===== config.mk =====
export PLATFORM = sky130hd
export DESIGN_NAME = seq_restoring_divider
export DESIGN_NICKNAME = d
export VERILOG_FILES = /design/src/rtl/seq_restoring_divider.sv
export SDC_FILE = /design/constraint.sdc
export NUM_CORES = 1
export LEC_CHECK = 0
export ABC_CLOCK_PERIOD_IN_PS = 2000
export CELL_PAD_IN_SITES_DETAIL_PLACEMENT = 1
export CELL_PAD_IN_SITES_GLOBAL_PLACEMENT = 1
export CORE_MARGIN = 8
export CORE_UTILIZATION = 35
export DETAILED_ROUTE_END_ITERATION = 10
export PLACE_DENSITY_LB_ADDON = 0.1
export SKIP_CTS_REPAIR_TIMING = 1
export SLEW_MARGIN = 40
export SYNTH_ARGS = -nofsm -noshare
export SYNTH_HDL_FRONTEND = slang
export SYNTH_SLANG_ARGS = --single-unit

===== constraint.sdc =====
create_clock -name clk -period 2 [get_ports clk]
set_input_delay 0.4 -clock clk [delete_from_list [all_inputs] [get_ports clk]]
set_output_delay 0.4 -clock clk [all_outputs]
set_load 0.02 [all_outputs]

===== src/rtl/seq_restoring_divider.sv =====
// Radix-2 restoring divider: one quotient bit per clock behind valid/ready ports.
// Divide-by-zero short-circuits to DONE with quotient all-ones and remainder = dividend.
module seq_restoring_divider #(
    parameter int WIDTH = 8
) (
    input  logic             clk,
    input  logic             rst,
    input  logic             in_valid,
    output logic             in_ready,
    input  logic [WIDTH-1:0] dividend,
    input  logic [WIDTH-1:0] divisor,
    output logic             out_valid,
    input  logic             out_ready,
    output logic [WIDTH-1:0] quotient,
    output logic [WIDTH-1:0] remainder,
    output logic             div_by_zero
);
    localparam int CNT_W = $clog2(WIDTH + 1);

    typedef enum logic [1:0] {IDLE, RUN, DONE} state_t;

    state_t           state, state_nxt;
    logic             armed;
    logic [WIDTH-1:0] rem, dvd, dsr;
    logic [CNT_W-1:0] cnt;
    logic [WIDTH:0]   shifted;
    logic             ge, last, accept;
    logic [WIDTH-1:0] rem_nxt;

    // rem < dsr always holds, so the shifted partial remainder fits in WIDTH+1 bits
    // and the difference fits back into WIDTH bits whenever it is non-negative.
    assign shifted = {rem, dvd[WIDTH-1]};
    assign ge      = shifted >= {1'b0, dsr};
    assign rem_nxt = ge ? (shifted[WIDTH-1:0] - dsr) : shifted[WIDTH-1:0];
    assign last    = (cnt == CNT_W'(WIDTH - 1));

    // armed keeps in_ready low until the first edge after reset release
    assign in_ready  = armed && (state == IDLE);
    assign out_valid = (state == DONE);
    assign accept    = in_valid && in_ready;

    always_ff @(posedge clk or posedge rst) begin
        if (rst) state <= IDLE;
        else     state <= state_nxt;
    end

    always_comb begin
        state_nxt = state;
        case (state)
            IDLE:    if (accept) state_nxt = (divisor == '0) ? DONE : RUN;
            RUN:     if (last) state_nxt = DONE;
            DONE:    if (out_ready) state_nxt = IDLE;
            default: state_nxt = IDLE;
        endcase
    end

    always_ff @(posedge clk or posedge rst) begin
        if (rst) begin
            armed       <= 1'b0;
            rem         <= '0;
            dvd         <= '0;
            dsr         <= '0;
            cnt         <= '0;
            quotient    <= '0;
            remainder   <= '0;
            div_by_zero <= 1'b0;
        end else begin
            armed <= 1'b1;
            if (accept) begin
                if (divisor == '0) begin
                    quotient    <= '1;
                    remainder   <= dividend;
                    div_by_zero <= 1'b1;
                end else begin
                    dsr         <= divisor;
                    rem         <= '0;
                    dvd         <= dividend;
                    cnt         <= '0;
                    div_by_zero <= 1'b0;
                end
            end else if (state == RUN) begin
                rem <= rem_nxt;
                dvd <= {dvd[WIDTH-2:0], ge};
                cnt <= cnt + 1'b1;
                if (last) begin
                    quotient  <= {dvd[WIDTH-2:0], ge};
                    remainder <= rem_nxt;
                end
            end
        end
    end
endmodule


Word level (Yosys, flattened, before mapping)
Index checks and enable logic that the tools add are counted.
{ "word_totals": {"output_inout_bits": 19, "mem_count": 0, "rom_bits": 0, "ram_bits": 0, "latchBits": 0, "inputBits": 20, "regBits": 48} }
{ "op_classes": {"n_reduce_logical": 10, "mux": 24, "n_shift": 0, "div": 0, "mul": 0, "bitwise": 1, "n_eq_ne": 8, "add_sub_neg": 2, "n_lt_le_gt_ge": 1} }
{ "ops": {"columns": ["cell", "n"], "rows": [
  ["$mux W8", 15],
  ["$mux W4", 3],
  ["$ge A9 B8 Y1", 1],
  ["$logic_not A8 Y1", 1],
  ["$mux W2", 4],
  ["$sub A8 B8 Y8", 1],
  ["$ne A2 B2 Y1 const B", 3],
  ["$pmux W2 S3", 1],
  ["$reduce_and A3 Y1", 2],
  ["$add A4 B1 Y4 const B", 1],
  ["$eq A4 B3 Y1 const B", 1],
  ["$ne A2 B1 Y1 const B", 2],
  ["$reduce_and A2 Y1", 2],
  ["$reduce_bool A2 Y1", 2],
  ["$eq A2 B1 Y1 const B", 1],
  ["$eq A2 B2 Y1 const B", 1],
  ["$logic_and A1 B1 Y1", 2],
  ["$logic_not A2 Y1", 1],
  ["$mux W1", 1],
  ["$not A1 Y1", 1]
]} }

Longest topological paths before layout
{ "depth": {"depth_word": 5, "depth_mapped": 9, "mapped_depth_nobuf": 9} }

Worst setup path after synthesis
Ideal clock, no wire load.
{ "synth_timing": {"path_type": "reg-to-reg", "start": "register dvd[7]", "end": "register rem[6]", "period_less_slack_ps": 1964, "path_buffers": 0, "required_ps": 1863, "path_stages_with_launch": 10, "slack_ps": 36, "arrival_time_ps": 1827, "setup_time_ps": 137, "path_cell_list": "dfrtp_1 -> inv_1 -> ha_1 -> fa_1 -> nand2b_1 -> a21oi_1 -> mux2i_1 -> o2111ai_1 -> mux2i_1 -> o22ai_1"} }
{ "synth_between": {"elab_chain_len": 4, "elab_cells_between_ends": 5, "cone_classes": "1 x add/sub; 1 x order compare; 3 x mux"} }
{ "synth_lines": {"columns": ["element", "line_no", "source"], "rows": [
  ["start: declaration", "24", "logic [WIDTH-1:0] rem, dvd, dsr;"],
  ["start signal: assignment", "77", "dvd <= dividend;"],
  ["start signal: assignment", "83", "dvd <= {dvd[WIDTH-2:0], ge};"],
  ["$sub A8 B8 Y8 or $ge A9 B8 Y1 (tied branches)", "34, 33", null],
  ["$mux W8 (*)", "34", "assign rem_nxt = ge ? (shifted[WIDTH-1:0] - dsr) : shifted[WIDTH-1:0];"],
  ["$mux W8 (*)", "81", "end else if (state == RUN) begin"],
  ["$mux W8 (*)", "69", "if (accept) begin"],
  ["end signal: assignment", "82", "rem <= rem_nxt;"],
  ["end: declaration", "24", null]
]} }
Mark *: on every way between the ends. The rest lies on a longest branch, timed or not. The select of a mux whose other input is x is not followed.
A chain may end at the register's enable or synchronous reset.

Worst setup path after layout
{ "layout_timing": {"start": "register dsr[0]", "end": "register remainder[4]"} }
{ "layout_between": {"elab_chain_len": 5, "elab_cells_between_ends": 6, "cone_classes": "1 x add/sub; 1 x order compare; 4 x mux"} }
{ "layout_lines": {"columns": ["element", "line_no", "source"], "rows": [
  ["start: declaration", "24", null],
  ["start signal: assignment", "75", "dsr <= divisor;"],
  ["$sub A8 B8 Y8 or $ge A9 B8 Y1 (tied branches)", "34, 33", null],
  ["$mux W8 (*)", "34", null],
  ["$mux W8 (*)", "85", "if (last) begin"],
  ["$mux W8 (*)", "81", null],
  ["$mux W8 (*)", "69", null],
  ["end signal: assignment", "72", "remainder <= dividend;"],
  ["end signal: assignment", "87", "remainder <= rem_nxt;"],
  ["end: declaration", "15", "output logic [WIDTH-1:0] remainder,"]
]} }
Marks and branches as above.

==> run summary <==
Comb power frac: 66.2%
Critical Path Sink Type: flop
final-report setup violation count: 6
Achievable Freq: 478 MHz
Fillers: 756
fin crit share: 105%
Die ar.: 0.00978 sq mm
clock period minus worst slack: 2090 ps
RSZ-0062 raised after global routing: true
final hold viol count: 0
port bufs: 38
Syn Area/Cell: 9.55 sq um
layout cells sized above 1: 26.7%
leading cell types in the layout, fill and taps excluded: dfrtp_1 (48), buf_4 (46), nand2_1 (43)
CP Class: reg -> reg
Max-slew headroom: 66.5%
Post-DP HPWL: 5630 um
CTS sink count: 48
CP startpoint kind: flop
crit-path max FO: 2
worst path required time: 2230 ps
final wirelength: 7750 um
status: finished with violations
Max Cap Viol: 0
yosys warns: 0
Slew Limit Fails: 0
H-tree depth: 2
Pint: 4.05 mW
remaining routing DRC violations: 0
gr ovfl total: 0
mapped cell area: 0.00241 sq mm
Clock Latency Late Sink: 310 ps
vias in the first global route: 2398
Num CTS Buffers: 5
Die X: 98.9 um
Hold WS: 447 ps
post-route cell area: 0.00348 sq mm
DR WL/cell: 18.6 um
Die Span Y: 98.9 um
Synth cell types: 41
RePlAce Congestion: 0.817
Antenna diodes: 0
DP Worst Slack: -323 ps
num rows: 30
Hold Crit Class: in -> async
Root Buffer Master: clkbuf_8
core box area: 0.00672 sq mm
Syn Inst Count: 252
Tightest Pin Transition: 499 ps
commonest non-fill, non-tap cell in the layout: dfrtp_1
area growth from synthesis to final layout: 44.7%
DRT antenna net count: 0
initial antenna violation count: 0
initial core utilization: 35.8%
via/cell ratio: 5.20
register clock-pin slew on the reported worst setup and hold paths: 100 ps
Lkg Pwr: 1.54 nW
final worst slack: -90.1 ps
first-pass GRT wire length: 12100 um
DP Area: 0.00319 sq mm
Max clock buf depth: 2
crit path DAT: 2320 ps
TritonCTS clock tree: done
Worst VDD drop: 0.728 mV
Finished Core Util: 51.8%
setup TNS: -219 ps
Iteration-0 DRC Markers: 69
failing checks: setup timing
Syn Nets: 282
R2R depth: 7
# IOs: 39
first drt pass iteration count: 4
power per cell area: 2050 mW/mm^2
largest net degree at the start of global routing: 49
register area share after synthesis: 49.9%
clk_skew: 6.97 ps
post-synthesis register bit count: 48
Final #Nets: 366
Sw Ratio: 43.4%
vias: 2170
reported net switching power: 3.10 mW
sequential group share of total power: 25.0%
total track usage: 15.7%
clock share of power: 8.8%
==> final cells by class <==
cell class	instances	area [sq um]	share of cell area (%)
clock buffers	5	68.8	1.98
clock inverters	3	26.3	0.755
inverters	13	48.8	1.40
multi-input cells	181	1270	36.4
flip-flops and latches	48	1200	34.5
well taps	80	100	2.87
repair buffers	87	771	22.1
==> cells by family (layout without fill, tap and decap cells) <==
kind of cell               Yosys count  after routing  share of synthesized area [%]
buffers and inverters               23            108                           4.26
other                                1              1                          0.156
adders and majority gates           10             10                           5.51
DFF                                 48             48                           49.9
AOI/OAI and AO/OA                   73             73                           18.9
xor gates and xnor gates             5              5                           1.82
muxes                                8              8                           3.43
and+or+nand+nor                     84             84                           16.0
==> registers in the layout, indices dropped and copies added, names as in the netlist <==
signal and flops:
remainder 8, rem 8, div_by_zero 1, quotient 8, dvd 8, dsr 8, armed 1, state 2
cnt 4
==> metrics by stage <==
stage	power [mW]	cells
final	7.14	417
after global routing	7.70	417
after CTS	6.35	414
after detailed placement	5.69	406
after global placement	5.57	406
after floorplan	3.96	252
==> critical path, cell delays in order, from the launching register on <==
cell      delay, ps
dfrtp_1         430
ha_4            180
fa_2            370
nand2b_4        160
a21oi_1         210
xor2_1          330
mux2i_4         150
a21oi_1         190
==> synthesized netlist by cell type <==
cell	count	area share [%]
dfrtp_1	48	50
nand2_1	44	6.9
o21ai_0	22	4.6
nor2_1	18	2.8
a21oi_1	14	2.9
inv_1	13	2.0
ha_1	9	4.7
o22a_1	8	2.9
a31oi_1	7	1.8
o22ai_1	7	1.8
mux2i_1	6	2.5
nand2b_1	5	1.3
buf_2	4	0.83
clkbuf_1	4	0.62
o21ai_1	4	0.83
a22oi_1	3	0.94
and2_1	3	0.78
and3_1	3	0.78
xor2_1	3	1.1
mux2_2	2	0.94
nand3b_1	2	0.62
nor2b_1	2	0.52
nor4_1	2	0.52
xnor2_1	2	0.73
a211oi_1	1	0.31
a22o_1	1	0.36
and2b_1	1	0.31
and3b_1	1	0.36
buf_4	1	0.31
buf_6	1	0.47
conb_1	1	0.16
fa_1	1	0.83
nand3_1	1	0.21
nand3_2	1	0.42
nor3b_2	1	0.52
o2111ai_1	1	0.36
o21a_1	1	0.31
o21ai_2	1	0.36
o21bai_1	1	0.31
o311ai_2	1	0.68
o31a_1	1	0.36
==> worst paths after layout <==
check	startpoint	endpoint	slack, ps
max reg2reg	dsr[0]$_DFFE_PP0P_	remainder[4]$_DFFE_PP0P_	-90
max in group asynchronous	rst	state[1]$_DFFE_PP0P_	1310
min	rst	remainder[2]$_DFFE_PP0P_	450
min reg2reg	quotient[3]$_DFFE_PP0P_	quotient[3]$_DFFE_PP0P_	500
min in group clk	quotient[3]$_DFFE_PP0P_	quotient[3]$_DFFE_PP0P_	500
max	dsr[0]$_DFFE_PP0P_	remainder[4]$_DFFE_PP0P_	-90
==> layer usage <==
layer  track usage [%]  wire length [um]  vias up
met5                 0                 0        -
met4              4.96               133        0
met3              3.10               243       12
met2              26.6              3860       34
met1              19.6              3510     1079
li1                  -                 -     1045
==> power by group through the flow <==
stage,clock (mW),sequential (mW),combinational (mW)
after CTS,0.655,1.76,3.94
final,0.632,1.79,4.73
after floorplan,0,1.90,2.05
after global routing,0.685,1.85,5.17
after detailed placement,0,1.77,3.91
after global placement,0,1.76,3.81
No activity file was read; power rests on OpenSTA's default activity.
==> variant 1 (same settings) <==
Encoding of `state_t`: now one-hot (3 bits for 3 states).
--- a/src/rtl/seq_restoring_divider.sv
+++ b/src/rtl/seq_restoring_divider.sv
@@ -17,7 +17,7 @@
 );
     localparam int CNT_W = $clog2(WIDTH + 1);
 
-    typedef enum logic [1:0] {IDLE, RUN, DONE} state_t;
+    typedef enum logic [2:0] {IDLE = 3'b001, RUN = 3'b010, DONE = 3'b100} state_t;
 
     state_t           state, state_nxt;
     logic             armed;
Behaviour: same outputs for any inputs over 10 cycles, from zero or initial values and one cycle with rst high; not proved beyond that.
==> variant 1 against the unedited design <==
The flow still finishes with violations (negative setup slack); cell area rose by 3.2%; area after synthesis up 5.6%; via count is 0.74% higher; sequential cell count increased by 1; setup slack got worse by 19 ps; routed wire length down 4.1%; critical endpoint is now remainder[6]; highest routed layer unchanged.
Power is not compared: it rests on default switching activity, and its combinational part moved more than twofold at a synthesized area within 25%.
==> variant 1: results (changes against the unedited design) <==
| Result | Value | Unit | Delta |
|:---|:---|:---|:---|
| Run status | finished, violations left | - |  |
| Violated checks | negative setup slack | - |  |
| Aggregate global-route resource usage | 15.2 | % | -0.55 points |
| Largest net degree at the start of global routing | 27 | - | -45% |
| Total instance count after detailed placement | 430 | - | +5.9% |
| Largest cells by area after synthesis | dfrtp_1 47%, nand2_1 6.4%, o21ai_1 6.3% | - |  |
| Met2 Usage GRT | 24.7 | % | -1.9 points |
| Final weighted congestion of routability-driven global placement | 0.814 | - | -0.43% |
| Data arrival time of the critical path | 2300 | ps | -20 ps |
| Number of nets in the layout | 373 | - | +1.9% |
| Vias per cell | 4.93 | - | -5.2% |
| Net count of the mapped netlist | 288 | - | +2.1% |
| Wire length of the first global-routing pass | 12100 | um | -0.29% |
| Number of DRC violations after detailed-routing iteration 0 | 54 | - | -22% |
| GR met1 Demand/Resource | 20.0 | % | +0.38 points |
| Number of fillers in the final layout | 821 | - | +8.6% |
| Slew headroom | 58.7 | % | -7.8 points |
| Final standard cell count with taps included and fillers excluded | 443 | - | +6.2% |
| Top cell types by occurrence after synthesis | 48 x dfrtp_1, 43 x nand2_1, 32 x o21ai_1, 14 x mux2i_1, 13 x inv_1 | - |  |
| CP endpoint | remainder[6] | - |  |
| Detailed-routing wirelength on met1 | 3480 | um | -0.83% |
| Proportion of synthesized chip area in sequential cells | 48.3 | % | -1.6 points |
| Average size of a mapped cell | 9.84 | sq um | +3.1% |
| CP peak stage delay | 400 | ps | -30 ps |
| Post-Route Setup TNS | -425 | ps | -206 ps |
| Worst Hold Slack | 459 | ps | +11.7 ps |
| Final setup violation count | 4 | - | -2 |
| Placement-stage worst setup slack | -292 | ps | +31.2 ps |
| Post-detailed-placement cell area | 3330 | sq um | +4.5% |
| Routed length on met2 | 3600 | um | -6.6% |
| Setup ws final | -109 | ps | -19.3 ps |
-- variant 1: cell type report --
cell class | count | area, sq um | area share (%)
Sequential cell | 49 | 1230 | 34.2
Tap cell | 99 | 124 | 3.45
Clock buffer | 6 | 72.6 | 2.02
Clock inverter | 2 | 10.0 | 0.278
Multi-Input combinational cell | 187 | 1350 | 37.6
Timing Repair Buffer | 87 | 761 | 21.2
Inverter | 13 | 48.8 | 1.36
-- variant 1: worst reg2reg max path, cell delays in order, from the launching register on --
cell and delay [ps]:
dfrtp_1 400, inv_2 80, ha_4 130, inv_2 40, fa_2 370, a211oi_2 270
o21ai_1 110, a21oi_1 160, xnor2_1 110, mux2i_2 240, a21oi_2 80
-- variant 1: cell families after synthesis --
family,after synthesis,share of synthesized area [%]
mux,22,9.21
compound gates,67,15.3
fa+ha+maj,10,5.22
xor+xnor,5,1.72
flops,49,48.3
other cells,1,0.148
simple gates,81,15.8
buf+inv,23,4.29
==> variant 2 (config.mk and constraints unchanged) <==
Made on the original files. Change the parameter `WIDTH` from 8 to 4.
--- a/src/rtl/seq_restoring_divider.sv
+++ b/src/rtl/seq_restoring_divider.sv
@@ -1,7 +1,7 @@
 // Radix-2 restoring divider: one quotient bit per clock behind valid/ready ports.
 // Divide-by-zero short-circuits to DONE with quotient all-ones and remainder = dividend.
 module seq_restoring_divider #(
-    parameter int WIDTH = 8
+    parameter int WIDTH = 4
 ) (
     input  logic             clk,
     input  logic             rst,
Interface: changed (resized dividend, divisor, quotient and remainder); port bits go from 39 to 23. The function was not compared with the original's and may differ.
==> variant 2 against the unedited design <==
Non-clock buffer count fell by 57; critical path depth did not move; routed wire length shrank 56%; cell area is 49% lower; sequential cell count decreased by 21; die area decreased by 37%; critical path type unchanged; synthesized cell count down 47%; setup slack improved by 260 ps; highest routed layer unchanged; hold slack better by 25 ps; area after synthesis shrank 43%; core utilization fell by 4.3 points; global-route usage shrank 3.8 points; sequential power decreased by 46%; power fell by 56%.
==> variant 2: results (changes against the unedited design) <==
| Result | Value | Unit | Delta |
|:---|:---|:---|:---|
| Run status | completed | - |  |
| Largest cells by area after synthesis | dfrtp_1 49%, ha_1 5.5%, nand2_1 5.2% | - |  |
| Aggregate global-route resource usage | 12.0 | % | -3.8 points |
| Met2 Usage GRT | 17.0 | % | -9.6 points |
| Estimated wirelength of the detail-placed design | 2630 | um | -53% |
| Comb_multi_in | 94 | - | -48% |
| R2r startpoint | dvd[3] | - |  |
| Power drawn by the clock network | 0.318 | mW | -50% |
| Cell family with the largest share of critical-path delay | compound AO/OA/AOI/OAI gates | - |  |
| Number of DRC violations after detailed-routing iteration 0 | 41 | - | -41% |
| Total of plain and repair buffers excluding clock buffers | 30 | - | -66% |
| Sequential-cell power consumption | 0.969 | mW | -46% |
| Post-detailed-placement cell area | 1700 | sq um | -47% |
| Largest net degree at the start of global routing | 28 | - | -43% |
| Data arrival time of the critical path | 1990 | ps | -330 ps |
| Internal power of the cells | 1.82 | mW | -55% |
| Capture instance of the worst register-to-register path | remainder[1] | - |  |
| CP peak stage delay | 360 | ps | -70 ps |
| Peak fanout along the critical path | 6 | - | +4 |
| Met3 Resource Use GR | 2.85 | % | -0.25 points |
| PortBufs | 22 | - | -42% |
| Clock latency of the later-clocked register in the worst-skew pair | 280 | ps | -30 ps |
| Final weighted congestion of routability-driven global placement | 0.754 | - | -7.7% |
| Average size of a mapped cell | 10.2 | sq um | +7.1% |
| Number of flip-flops and latches | 27 | - | -44% |
| Number of fillers in the final layout | 428 | - | -43% |
| Net count of the mapped netlist | 153 | - | -46% |
| Area used by multi-input combinational logic | 642 | sq um | -49% |
| Clk cell area share | 2.55 | % | -0.18 points |
| Vias | 1093 | - | -50% |
| Placement-stage worst setup slack | -10.7 | ps | +313 ps |
| Seq/total area | 38.2 | % | +3.7 points |
| Unique cell type count in the Yosys netlist | 34 | - | -17% |
| Num CTS Buffers | 3 | - | -2 |
| Wire length of the first global-routing pass | 5960 | um | -51% |
| Inverters excl. clock | 9 | - | -4 |
| Worst Hold Slack | 473 | ps | +25.5 ps |
| Number of nets in the layout | 184 | - | -50% |
| Total instance count after detailed placement | 208 | - | -49% |
| Routed length on met2 | 1490 | um | -61% |
[variant 2: changes by cell type after synthesis, moves of 4 or more]
| cell | before | now |
|---|---|---|
| dfrtp_1 | 48 | 27 |
| inv_1 | 13 | 9 |
| o21ai_0 | 22 | 3 |
| nand2b_1 | 5 | 1 |
| nand2_1 | 44 | 19 |
| a21oi_1 | 14 | 2 |
| o22ai_1 | 7 | 1 |
| o22a_1 | 8 | 3 |
| clkbuf_1 | 4 | 0 |
| a22o_1 | 1 | 6 |
[variant 2: kinds of logic (layout without fill, tap and decap cells)]
logic type | count (synthesis) | after routing | synth area share [%]
buf+inv | 13 | 43 | 4.75
mux | 4 | 4 | 2.92
fa+ha+maj | 7 | 7 | 6.94
flops | 27 | 27 | 49.3
xor+xnor | 1 | 1 | 0.639
other cells | 1 | 1 | 0.274
compound gates | 34 | 34 | 18.5
simple gates | 47 | 47 | 16.6
